[config.mk]
export PLATFORM = sky130hd
export DESIGN_NAME = frame_serializer_flat
export DESIGN_NICKNAME = d
export VERILOG_FILES = /design/src/rtl/frame_serializer_if.sv /design/src/rtl/frame_serializer.sv /design/src/flat_wrapper.sv
export SDC_FILE = /design/constraint.sdc
export NUM_CORES = 1
export LEC_CHECK = 0
export CAP_MARGIN = 15
export CORE_MARGIN = 2
export CORE_UTILIZATION = 55
export DETAILED_ROUTE_END_ITERATION = 6
export PLACE_DENSITY = 0.76
export SLEW_MARGIN = 30
export SYNTH_ARGS = -nofsm -noshare
export SYNTH_HDL_FRONTEND = slang
export SYNTH_SLANG_ARGS = --single-unit
export TNS_END_PERCENT = 50
[constraint.sdc]
create_clock -name clk -period 6.45 [get_ports clk]
set_clock_uncertainty 0.2 [all_clocks]
set_input_delay 1.29 -clock clk [delete_from_list [all_inputs] [get_ports clk]]
set_output_delay 1.29 -clock clk [all_outputs]
set_load 0.03 [all_outputs]
[src/rtl/frame_serializer_if.sv]
// Message-source / serializer handshake for frame_serializer.
// master = message source side, slave = serializer side.
interface frame_serializer_if #(
    parameter int unsigned MSG_W = 5
);
    logic             send;
    logic [MSG_W-1:0] msg;
    logic             ser_out;
    logic             bit_start;
    logic             busy;
    logic             done;

    modport master (
        output send,
        output msg,
        input  ser_out,
        input  bit_start,
        input  busy,
        input  done
    );

    modport slave (
        input  send,
        input  msg,
        output ser_out,
        output bit_start,
        output busy,
        output done
    );
endinterface

[src/rtl/frame_serializer.sv]
// Framed MSB-first serial transmitter: {PREAMBLE, msg[, parity]}, BIT_CYC clocks per bit.
// Optional even-parity bit after the message LSB when FRAME_PARITY_EN is defined.
module frame_serializer #(
    parameter int unsigned          MSG_W    = 5,
    parameter int unsigned          PRE_W    = 4,
    parameter logic [PRE_W-1:0]     PREAMBLE = PRE_W'(4'b0101),
    parameter int unsigned          BIT_CYC  = 1024
) (
    input  logic                clk,
    input  logic                rst,
    frame_serializer_if.slave   bus
);

`ifdef FRAME_PARITY_EN
    localparam int unsigned PAR_W = 1;
`else
    localparam int unsigned PAR_W = 0;
`endif

    localparam int unsigned FRAME_W = PRE_W + MSG_W + PAR_W;
    localparam int unsigned DIV_W   = (BIT_CYC > 1) ? $clog2(BIT_CYC) : 1;
    localparam int unsigned CNT_W   = (FRAME_W > 1) ? $clog2(FRAME_W) : 1;
    localparam int unsigned SHR_W   = FRAME_W - 1;

    localparam logic [DIV_W-1:0] DIV_LAST = DIV_W'(BIT_CYC - 1);
    localparam logic [CNT_W-1:0] CNT_LAST = CNT_W'(FRAME_W - 1);

    typedef enum logic [0:0] {
        IDLE  = 1'b0,
        SHIFT = 1'b1
    } state_t;

    state_t             state;
    logic [DIV_W-1:0]   div;
    logic [CNT_W-1:0]   cnt;
    // Holds the bits still to go; the bit on the line lives in ser_out.
    logic [SHR_W-1:0]   shreg;
    logic               ser_out;
    logic               bit_start;
    logic               busy;
    logic               done;
    logic [FRAME_W-1:0] frame_c;

    // Frame image assembled from the live message; only captured on accept.
    always_comb begin
`ifdef FRAME_PARITY_EN
        frame_c = {PREAMBLE, bus.msg, ^bus.msg};
`else
        frame_c = {PREAMBLE, bus.msg};
`endif
    end

    always_ff @(posedge clk or posedge rst) begin
        if (rst) begin
            state     <= IDLE;
            div       <= '0;
            cnt       <= '0;
            shreg     <= '0;
            ser_out   <= 1'b0;
            bit_start <= 1'b0;
            busy      <= 1'b0;
            done      <= 1'b0;
        end else begin
            bit_start <= 1'b0;
            done      <= 1'b0;
            case (state)
                IDLE: begin
                    ser_out <= 1'b0;
                    busy    <= 1'b0;
                    if (bus.send) begin
                        shreg     <= frame_c[SHR_W-1:0];
                        ser_out   <= frame_c[FRAME_W-1];
                        busy      <= 1'b1;
                        bit_start <= 1'b1;
                        div       <= '0;
                        cnt       <= '0;
                        state     <= SHIFT;
                    end
                end
                SHIFT: begin
                    if (div == DIV_LAST) begin
                        div <= '0;
                        if (cnt == CNT_LAST) begin
                            // Last bit period over: release the line and flag completion.
                            cnt     <= '0;
                            ser_out <= 1'b0;
                            busy    <= 1'b0;
                            done    <= 1'b1;
                            state   <= IDLE;
                        end else begin
                            ser_out   <= shreg[SHR_W-1];
                            shreg     <= shreg << 1;
                            cnt       <= cnt + CNT_W'(1);
                            bit_start <= 1'b1;
                        end
                    end else begin
                        div <= div + DIV_W'(1);
                    end
                end
                default: begin
                    state <= IDLE;
                end
            endcase
        end
    end

    assign bus.ser_out   = ser_out;
    assign bus.bit_start = bit_start;
    assign bus.busy      = busy;
    assign bus.done      = done;

endmodule

[src/flat_wrapper.sv]
// flat-port wrapper written by rule: the top's interface ports become plain ports
module frame_serializer_flat 
#(
    parameter int unsigned          MSG_W    = 5,
    parameter int unsigned          PRE_W    = 4,
    parameter logic [PRE_W-1:0]     PREAMBLE = PRE_W'(4'b0101),
    parameter int unsigned          BIT_CYC  = 1024
)
  (clk, rst, bus_send, bus_msg, bus_ser_out, bus_bit_start, bus_busy, bus_done);
  frame_serializer_if #(.MSG_W(MSG_W)) bus_i ();
  input  logic clk;
  input  logic rst;
  input wire logic [$bits(bus_i.send)-1:0] bus_send;
  input wire logic [$bits(bus_i.msg)-1:0] bus_msg;
  output wire logic [$bits(bus_i.ser_out)-1:0] bus_ser_out;
  output wire logic [$bits(bus_i.bit_start)-1:0] bus_bit_start;
  output wire logic [$bits(bus_i.busy)-1:0] bus_busy;
  output wire logic [$bits(bus_i.done)-1:0] bus_done;
  assign bus_i.send = bus_send;
  assign bus_i.msg = bus_msg;
  assign bus_ser_out = bus_i.ser_out;
  assign bus_bit_start = bus_i.bit_start;
  assign bus_busy = bus_i.busy;
  assign bus_done = bus_i.done;
  frame_serializer #(.MSG_W(MSG_W), .PRE_W(PRE_W), .PREAMBLE(PREAMBLE), .BIT_CYC(BIT_CYC)) u_core (.clk(clk), .rst(rst), .bus(bus_i));
endmodule
Yosys cells after proc, flatten, opt, wreduce, memory -nomap -nowiden
Cells that the tools add are included.
Storage, ports and cells
  register bits after elaboration: 27
  latch bits: 0
  RAM bits: 0
  ROM bits: 0
  input bits: 8
  output and inout bits: 4
  logic and storage cells: 46
  memories: 0
Cells by class
  add/subtract/negate cells: 2
  multipliers: 0
  div/mod/pow operators: 0
  order comparisons: 0
  equal/unequal tests: 6
  shift-type cells: 0
  multiplexer cells: 26
  bitwise gates (word level): 1
  reductions and logical operators: 3
Operators by type and width (count)
  $mux W8: 3
  $mux W10: 2
  $pmux W10 S2: 1
  $pmux W8 S2: 1
  $mux W4: 3
  $mux W1: 11
  $add A10 B1 Y10 const B: 1
  $eq A10 B10 Y1 const B: 1
  $ne A2 B2 Y1 const B: 4
  $pmux W1 S2: 4
  $pmux W4 S2: 1
  $add A4 B1 Y4 const B: 1
  $eq A4 B4 Y1 const B: 1
  $reduce_and A2 Y1: 2
  $reduce_and A3 Y1: 1
  $not A1 Y1: 1

Logic depth before layout (Yosys ltp)
Gate-level depths: netlist of run 1.
  word-level depth: 4
  depth in mapped cells: 8
  depth with buffers taken out: 6

Least setup slack after synthesis of run 1
No wires, ideal clock.
  path kind: input to register
  start point: input bus_send
  end point: register u_core.cnt[2]
  setup time: 0.118 ns
  arrival: 2.251 ns
  data required time: 6.132 ns
  setup slack: 3.881 ns
  stages on the path: 5
  path buffers: 1
  cell sequence: clkbuf_1 > nor2b_1 > a41oi_1 > o21bai_1 > a21o_1
On the way
  word-level cells in the longest chain between the ends: 2
RTL lines
  start: declaration: RTL line flat_wrapper.sv:13  | input wire logic [$bits(bus_i.send)-1:0] bus_send;
  $ne A2 B2 Y1 (no line)
  $reduce_and A2 Y1 (no line)
  end signal: assignment: RTL line frame_serializer.sv:93  | cnt <= cnt + CNT_W'(1);
  end: declaration: RTL line frame_serializer.sv:35  | logic [CNT_W-1:0] cnt;
No other way between the ends.
A chain may end at the register's enable or synchronous reset.

Worst setup path in the final report of run 1
  start point: register u_core.ser_out, in the netlist u_core.bus.ser_out
  end point: output bus_ser_out
RTL lines
  start: declaration: RTL line frame_serializer.sv:38  | logic ser_out;
  start signal: assignment: RTL line frame_serializer.sv:72  | ser_out <= frame_c[FRAME_W-1];
  start signal: assignment: RTL line frame_serializer.sv:91  | ser_out <= shreg[SHR_W-1];
  end: declaration: RTL line flat_wrapper.sv:15  | output wire logic [$bits(bus_i.ser_out)-1:0] bus_ser_out;
No word-level cell between the ends.

==> impl_summary.md, run 1 <==
Yosys
The area fraction in compound gates after synthesis is 0.169. The share of synthesized cell area in and, or, nand and nor gates is 0.204. The number of enable flip-flop cells after synthesis is 0. In the synthesized netlist the async set-or-reset flop fraction comes to 1.00.

Summing every instance area after synthesis gives 1320 µm². The commonest register cell after synthesis is dfrtp_1. Counting flops and latches in the post-synthesis netlist gives 27. Synthesis handed over a netlist of 136 instances. The fraction of synthesized cell area in xor and xnor cells is 0.0266. The adder-cell share of the synthesized area is 0.0285. The post-synthesis area per instance is 9.68 µm². By area, the combinational part of the netlist is dominated by simple AND/OR/NAND/NOR gates. In this run, distinct cell masters in the synthesized netlist total 35.

Of the synthesized area, sequential elements account for 0.513. The fraction of synthesized area in multiplexers is 0.00760. Synthesis produced a netlist with a net count of 147. For this run, the number of Yosys warnings is 0.

Clock network
At the later pin of the worst-skew pair, clock insertion delay measures 320 ps. The CTS tree is yes. The clock net sink count is 27.

The clock-pin transition on the worst setup and hold timing paths is 150 ps. The number of gates given a new drive strength after cts is 0. TritonCTS created 3 clock buffers. In this run the clock root is driven by a clkbuf_4.

The hold buffer count at cts is 0. In this run the number of H-tree levels came out at 1. Once the clock tree was built, the setup fixing pass inserted 0 buffers. The number of buffers on the longest clock path is 2.

STA
In the finished design, the share of the clock period the worst path needs comes to 0.445. Subtracting the final worst setup slack from the clock period gives 2870 ps. The highest clock frequency the design can meet is 349 MHz. Setup repair after global routing left no endpoint under its margin. For the pin with the worst max-slew slack, the measured transition is 620 ps.

The final count of pins violating max slew is 0. The count of endpoints failing hold in the final timing report is 0. The post-route setup TNS is 0 ps. The worst pin sits at a relative slew slack of 0.583.

The setup violation total in the final timing report is 0.

Global routing
The initial antenna violation count is 0. Across every metal layer, demand over resource in global routing totals 0.220. The number of global-route vias before repair is 1,022. The first-pass GRT wire length is 4.44 mm. The pin count of the biggest net entering global routing is 28.

The final global-route overflow total is 0.

Finish
The most common cell after layout, fill and taps aside is dfrtp_1. The library cells used most frequently in the layout, excluding fill and tap cells, are 27 x dfrtp_1, 19 x nand2_1, 11 x nor2_1, 11 x o21ai_0, 11 x clkdlybuf4s50_1. Relative to the synthesized area, the layout overhead comes to 10.2%. The finished cells cover 1450 µm². The number of antenna diodes in the final layout is 0. The number of filler instances in the final layout is 198. The final layout contains 155 nets. In the final layout, the share of cells above drive strength 1 is 0.0629.

Drt
In the final routed layout, each cell accounts on average for 14.5 µm. The count of nets left with antenna violations once routing finished came out at 0. In the routed design, unresolved DRC markers number 0. The wire length after detailed routing is 2.48 mm. The violation count after the first detailed-route iteration is 11. The detailed-routing iteration count for the pre-antenna-repair pass is 4. The via count is 1,043. The via count normalized by instance count is 6.10.

Worst setup path
The cell family with the largest share of critical-path delay is buffers and inverters. For the worst flop-to-flop path, the logic depth is 5. The standard cell with the maximum stage delay on the critical path is clkdlybuf4s50_1.

In this run the number of cells on the critical path is 1. The type of destination of the critical path is an output pin. The delay of the slowest cell on the worst path is 670 ps. Traced cell by cell, the critical path runs through clkdlybuf4s50_1. The number of buffer and inverter stages on the critical path is 1. The maximum fanout encountered on the critical timing path is 2. STA puts the critical path data required time at 4960 ps.

The worst setup path is launched from a flip-flop. The data arrival time of the worst path is 1380 ps. The critical path is of the flip-flop to output pin type.

Power
The leakage power figure is 0.610 nW. The total power is 399 µW. VDD sags by at most 174 µV. For this design the ratio of total power to cell area is 275 nW/µm².

Die
The die is 52.9 µm tall. The core region is 2230 µm². For this configuration, the core starts out at a cell density of 0.589. The die covers 2800 µm². The count of standard-cell rows is 17. From left edge to right edge, the die measures 52.9 µm. The count of pins on the block boundary is 12.

Status
The run finished with clean final reports.

Placement
In this run the tool buffered the top-level ports with 11 buffer cells. At the end of routability-driven placement, the weighted congestion stood at 0.844. The total cell area at the placement stage is 1410 µm². Summed over all nets, the half-perimeter wirelength after detailed placement is 1.83 mm.

Job
Max-cap violations in this run came to 0.

Worst hold path
Counting instances, the worst hold path has a depth of 2. The class of the worst hold path is flip-flop to flip-flop.
[metrics by stage]
| stage | hold WS (ps) | instances | worst slack (ps) | util |
|---|---|---|---|---|
| global route | 347 | 171 | 3510 | 0.649 |
| global placement | 265 | 167 | 3380 | 0.633 |
| CTS | 313 | 171 | 3560 | 0.646 |
| detailed placement | 279 | 167 | 3320 | 0.633 |
| finish | 308 | 171 | 3580 | 0.649 |
| floorplan | 247 | 136 | 3880 | - |
[Yosys cell counts, types with 3 or more instances]
cell type | count | area share
dfrtp_1 | 27 | 0.51
nand2_1 | 19 | 0.054
nor2_1 | 11 | 0.031
o21ai_0 | 11 | 0.042
nand3_1 | 6 | 0.023
inv_1 | 5 | 0.014
nand4_1 | 5 | 0.024
a22o_1 | 4 | 0.027
clkbuf_1 | 4 | 0.011
nor3_1 | 4 | 0.015
o22ai_1 | 4 | 0.019
xor2_1 | 4 | 0.027
ha_1 | 3 | 0.029
[metal layers]
layer  vias up  global-route usage  wire length, µm
met5         -                   0                0
li1        513                   -                -
met1       503               0.273             1140
met3         4              0.0395              100
met2        23               0.390             1210
met4         0              0.0641               29
[final timing paths]
kind	from	endpoint	slack [ps]
min in group asynchronous	rst	u_core.div[8]	1110
max in group asynchronous	rst	u_core.cnt[3]	4580
max	u_core.bus.ser_out	bus_ser_out	3580
max reg2reg	u_core.div[0]	u_core.shreg[3]	3990
min reg2reg	u_core.shreg[5]	u_core.shreg[6]	310
min	u_core.shreg[5]	u_core.shreg[6]	310
[where the power goes]
part / total (mW) / internal (mW) / leakage [nW] / switching, mW
clock: 0.0736 / 0.0237 / 0.0139 / 0.0499
sequential: 0.250 / 0.203 / 0.330 / 0.0466
combinational: 0.0757 / 0.0368 / 0.266 / 0.0390
total: 0.399 / 0.264 / 0.610 / 0.135
[state kept, by name, indices dropped and copies added, names as in the netlist]
signal / flops
u_core.div: 10
u_core.shreg: 8
u_core.cnt: 4
u_core.bus.bit_start: 1
u_core.bus.busy: 1
u_core.bus.done: 1
u_core.bus.ser_out: 1
u_core.state: 1
[cells by family after synthesis]
kind of cell,after synthesis
XOR/XNOR,4
multiplexers,1
AND/OR/NAND/NOR,55
adder cells (fa/ha/maj),3
flip-flops,27
AO/OA/AOI/OAI,33
buffers and inverters,13
[area by class of cell]
class                   count  area [µm²]  area share
clock buffers               3        22.5      0.0155
multi-input cells          96         581       0.400
flip-flops and latches     27         676       0.466
well taps                  28        35.0      0.0242
clock inverters             1        7.51     0.00518
inverters                   5        18.8      0.0129
repair buffers             11         110      0.0759
No activity file was read; power rests on OpenSTA's default activity.
==> inputs of run 2 (changes only) <==
--- a/config.mk
+++ b/config.mk
@@ -7,9 +7,9 @@
 export LEC_CHECK = 0
 export CAP_MARGIN = 15
 export CORE_MARGIN = 2
-export CORE_UTILIZATION = 55
+export CORE_UTILIZATION = 50
 export DETAILED_ROUTE_END_ITERATION = 6
-export PLACE_DENSITY = 0.76
+export PLACE_DENSITY = 0.73
 export SLEW_MARGIN = 30
 export SYNTH_ARGS = -nofsm -noshare
 export SYNTH_HDL_FRONTEND = slang
==> constraint.sdc (replaced) <==
create_clock -name clk -period 2.51 [get_ports clk]
set_clock_uncertainty 0.2 [all_clocks]
set_input_delay 0.502 -clock clk [delete_from_list [all_inputs] [get_ports clk]]
set_output_delay 0.502 -clock clk [all_outputs]
set_load 0.03 [all_outputs]
==> impl_summary.md, run 2 (synthesized netlist as in run 1, its figures left out) <==
Drt
Using the TritonRoute via totals, the vias-per-cell ratio works out to 5.90. The via count is 1,062. The wire length after detailed routing is 2.67 mm. For this run, the detailed router's first-pass iteration total came to 4. The count of nets left with antenna violations after detail routing is 0.

In this run, the number of DRC markers left after iteration 0 of detailed routing was 14. The remaining routing DRC violations is 0. The average wire per standard cell is 14.8 µm.

Power
The share of total power dissipated in sequential elements is 0.620. Cell internal power was estimated by the tool at 686 µW. The worst IR drop on VDD is 504 µV. The areal power density over the cells is 692 nW/µm². Summed over all cells, the static leakage comes to 0.648 nW. The portion of total power attributed to the clock network is 0.183.

The net switching power of the design is 349 µW. Of the total power, the share spent switching nets is 0.338. Overall power consumption after layout is estimated at 1.04 mW.

Of the total power, combinational logic draws 0.197.

Clock network
The CTS tree is yes. The maximum level of the CTS H-tree is 1. The clock net sink count is 27. The number of gates given a new drive strength after cts is 0. The clock latency reported for the late side of the worst-skew pair is 320 ps.

Buffers inserted to repair hold after CTS numbered 0. The buffer cell driving the clock tree root is clkbuf_4. The number of buffers on the longest clock path is 2. Clock-pin slew was measured on the worst setup and hold paths at 150 ps. In this run, CTS created clock tree buffers numbering 3. Buffers added to address setup during post-CTS repair amount to 0.

Die
Row generation in the floorplan step produced 18 rows. The initial utilization of the core area, before any placement, comes to 0.531. The die covers 3060 µm². In this run the count of I/O pins placed on the die edge is 12.

After floorplanning, the core was sized to cover 2480 µm². From bottom edge to top edge, the die measures 55.3 µm. The die is 55.3 µm wide.

Worst setup path
The type of destination of the critical path is a flip-flop. In this design, the stage delay of the slowest critical-path cell is 740 ps. The setup check on the worst reg-to-reg path leaves a slack of 230 ps. In this run the worst path has a maximum fanout of 13. For the worst setup path, the data required time is 2540 ps. By startpoint and endpoint, the worst setup path is classified as flip-flop to flip-flop. The startpoint kind of the worst setup timing path is a flip-flop. The slowest stage of the critical path is the or4_1 cell. STA puts the critical path data arrival time at 2310 ps. Traced cell by cell, the critical path runs through inv_1, ha_1, and3b_1, or4_1, o22a_2, o21a_1.

STA
In the finished design, the share of the clock period the worst path needs comes to 0.910. The highest clock frequency the design can meet is 438 MHz. Setup violations remaining at the end of the flow were counted as 0. Counting I/O delays and the setup requirement, the final critical path takes 2280 ps. The post-route setup TNS is 0 ps. The worst hold slack is 293 ps. Setup repair after global routing left no endpoint under its margin.

The count of endpoints failing hold in the final timing report is 0. The worst relative slew slack is 0.743. The final count of pins violating max slew is 0.

The slew at the pin closest to its max-slew limit is 381 ps.

Global routing
The final global-route overflow total is 0. The initial antenna violation count was 0. The number of global-route vias before repair is 1,078.

The first-pass GRT wire length is 4.79 mm. The global-route total usage across every layer is 0.195. The pin count of the biggest net entering global routing is 28.

Finish
The largest registers in the layout are u_core.div (10), u_core.shreg (8), u_core.cnt (4). The number of nets in the layout is 162. The signed area change from the synthesized netlist to the final layout is 13.6%. The final instance area is 1500 µm². The most common cell after layout, fill and taps aside is dfrtp_1. The number of flip-flops in the largest register is 10. The fraction of the core area covered by cells at the end of the flow is 0.604. The antenna cell count is 0. More flip-flops sit in one register than any other, and that register is u_core.div. In the final layout, the share of cells above drive strength 1 is 0.0867.

Leaving out fill and tap cells, the most frequent cells in the layout are 27 x dfrtp_1, 19 x nand2_1, 11 x nor2_1, 11 x o21ai_0, 11 x clkdlybuf4s50_1.

Placement
After legalization and detailed placement, the total HPWL measured 1.92 mm. The final weighted congestion of routability-driven global placement is 0.840. Input and output buffers added on the ports amount to 11. The total cell area at the placement stage is 1470 µm².

Job
The max-cap violation count is 0.

Worst hold path
The worst hold path belongs to the class flip-flop to flip-flop.

Status
The flow ran to the end, and the final reports show no timing, DRC or antenna violations.
## run 2: through the flow
step / cells / setup WS [ps]
finish: 180 / 225
global route: 180 / 98.5
CTS: 180 / 213
detailed placement: 176 / 249
global placement: 176 / 275
floorplan: 136 / 375
## run 2: layout make-up
type	instances	area, µm²
Clock buffer	4	26.3
Fill cell	239	982
Inverter	5	18.8
Multi-Input combinational cell	96	574
Sequential cell	27	676
Tap cell	30	37.5
Timing Repair Buffer	18	163
## run 2: per-layer routing
metal | GRT usage | vias up | wire length [µm]
li1 | - | 522 | -
met1 | 0.269 | 516 | 1250
met2 | 0.316 | 18 | 1330
met3 | 0.0234 | 6 | 63
met4 | 0.0732 | 0 | 27
met5 | 0 | - | 0
## run 2: worst paths after layout
check | startpoint | to | cells past startpoint
worst max-delay path | u_core.cnt[0] | u_core.shreg[3] | 6
worst min-delay path | u_core.shreg[5] | u_core.shreg[6] | 2
worst max register to register | u_core.cnt[0] | u_core.shreg[3] | 6
worst min register to register | u_core.shreg[5] | u_core.shreg[6] | 2
max in group asynchronous | rst | u_core.div[7] | 3
min in group asynchronous | rst | u_core.cnt[0] | 3
## run 2: worst max-delay path, delay by kind of cell (launching register included)
kind / cells / cell delay, ps
adders and majority gates: 1 / 200
AOI/OAI and AO/OA: 2 / 370
DFF: 1 / 430
buffers and inverters: 1 / 60
and+or+nand+nor: 2 / 930
## run 2: power groups by stage
stage | logic [mW] | registers (mW) | clock network (mW)
floorplan | 0.174 | 0.610 | 0
global placement | 0.195 | 0.642 | 0
detailed placement | 0.205 | 0.648 | 0
CTS | 0.205 | 0.639 | 0.194
global route | 0.241 | 0.661 | 0.211
finish | 0.204 | 0.642 | 0.189
==> inputs of run 3 (changes only) <==
--- a/config.mk
+++ b/config.mk
@@ -5,7 +5,6 @@
 export SDC_FILE = /design/constraint.sdc
 export NUM_CORES = 1
 export LEC_CHECK = 0
-export CAP_MARGIN = 15
 export CORE_MARGIN = 2
 export CORE_UTILIZATION = 50
 export DETAILED_ROUTE_END_ITERATION = 6
==> results of run 3 <==
The final DEF is identical to that of run 2; final timing and power are the same.
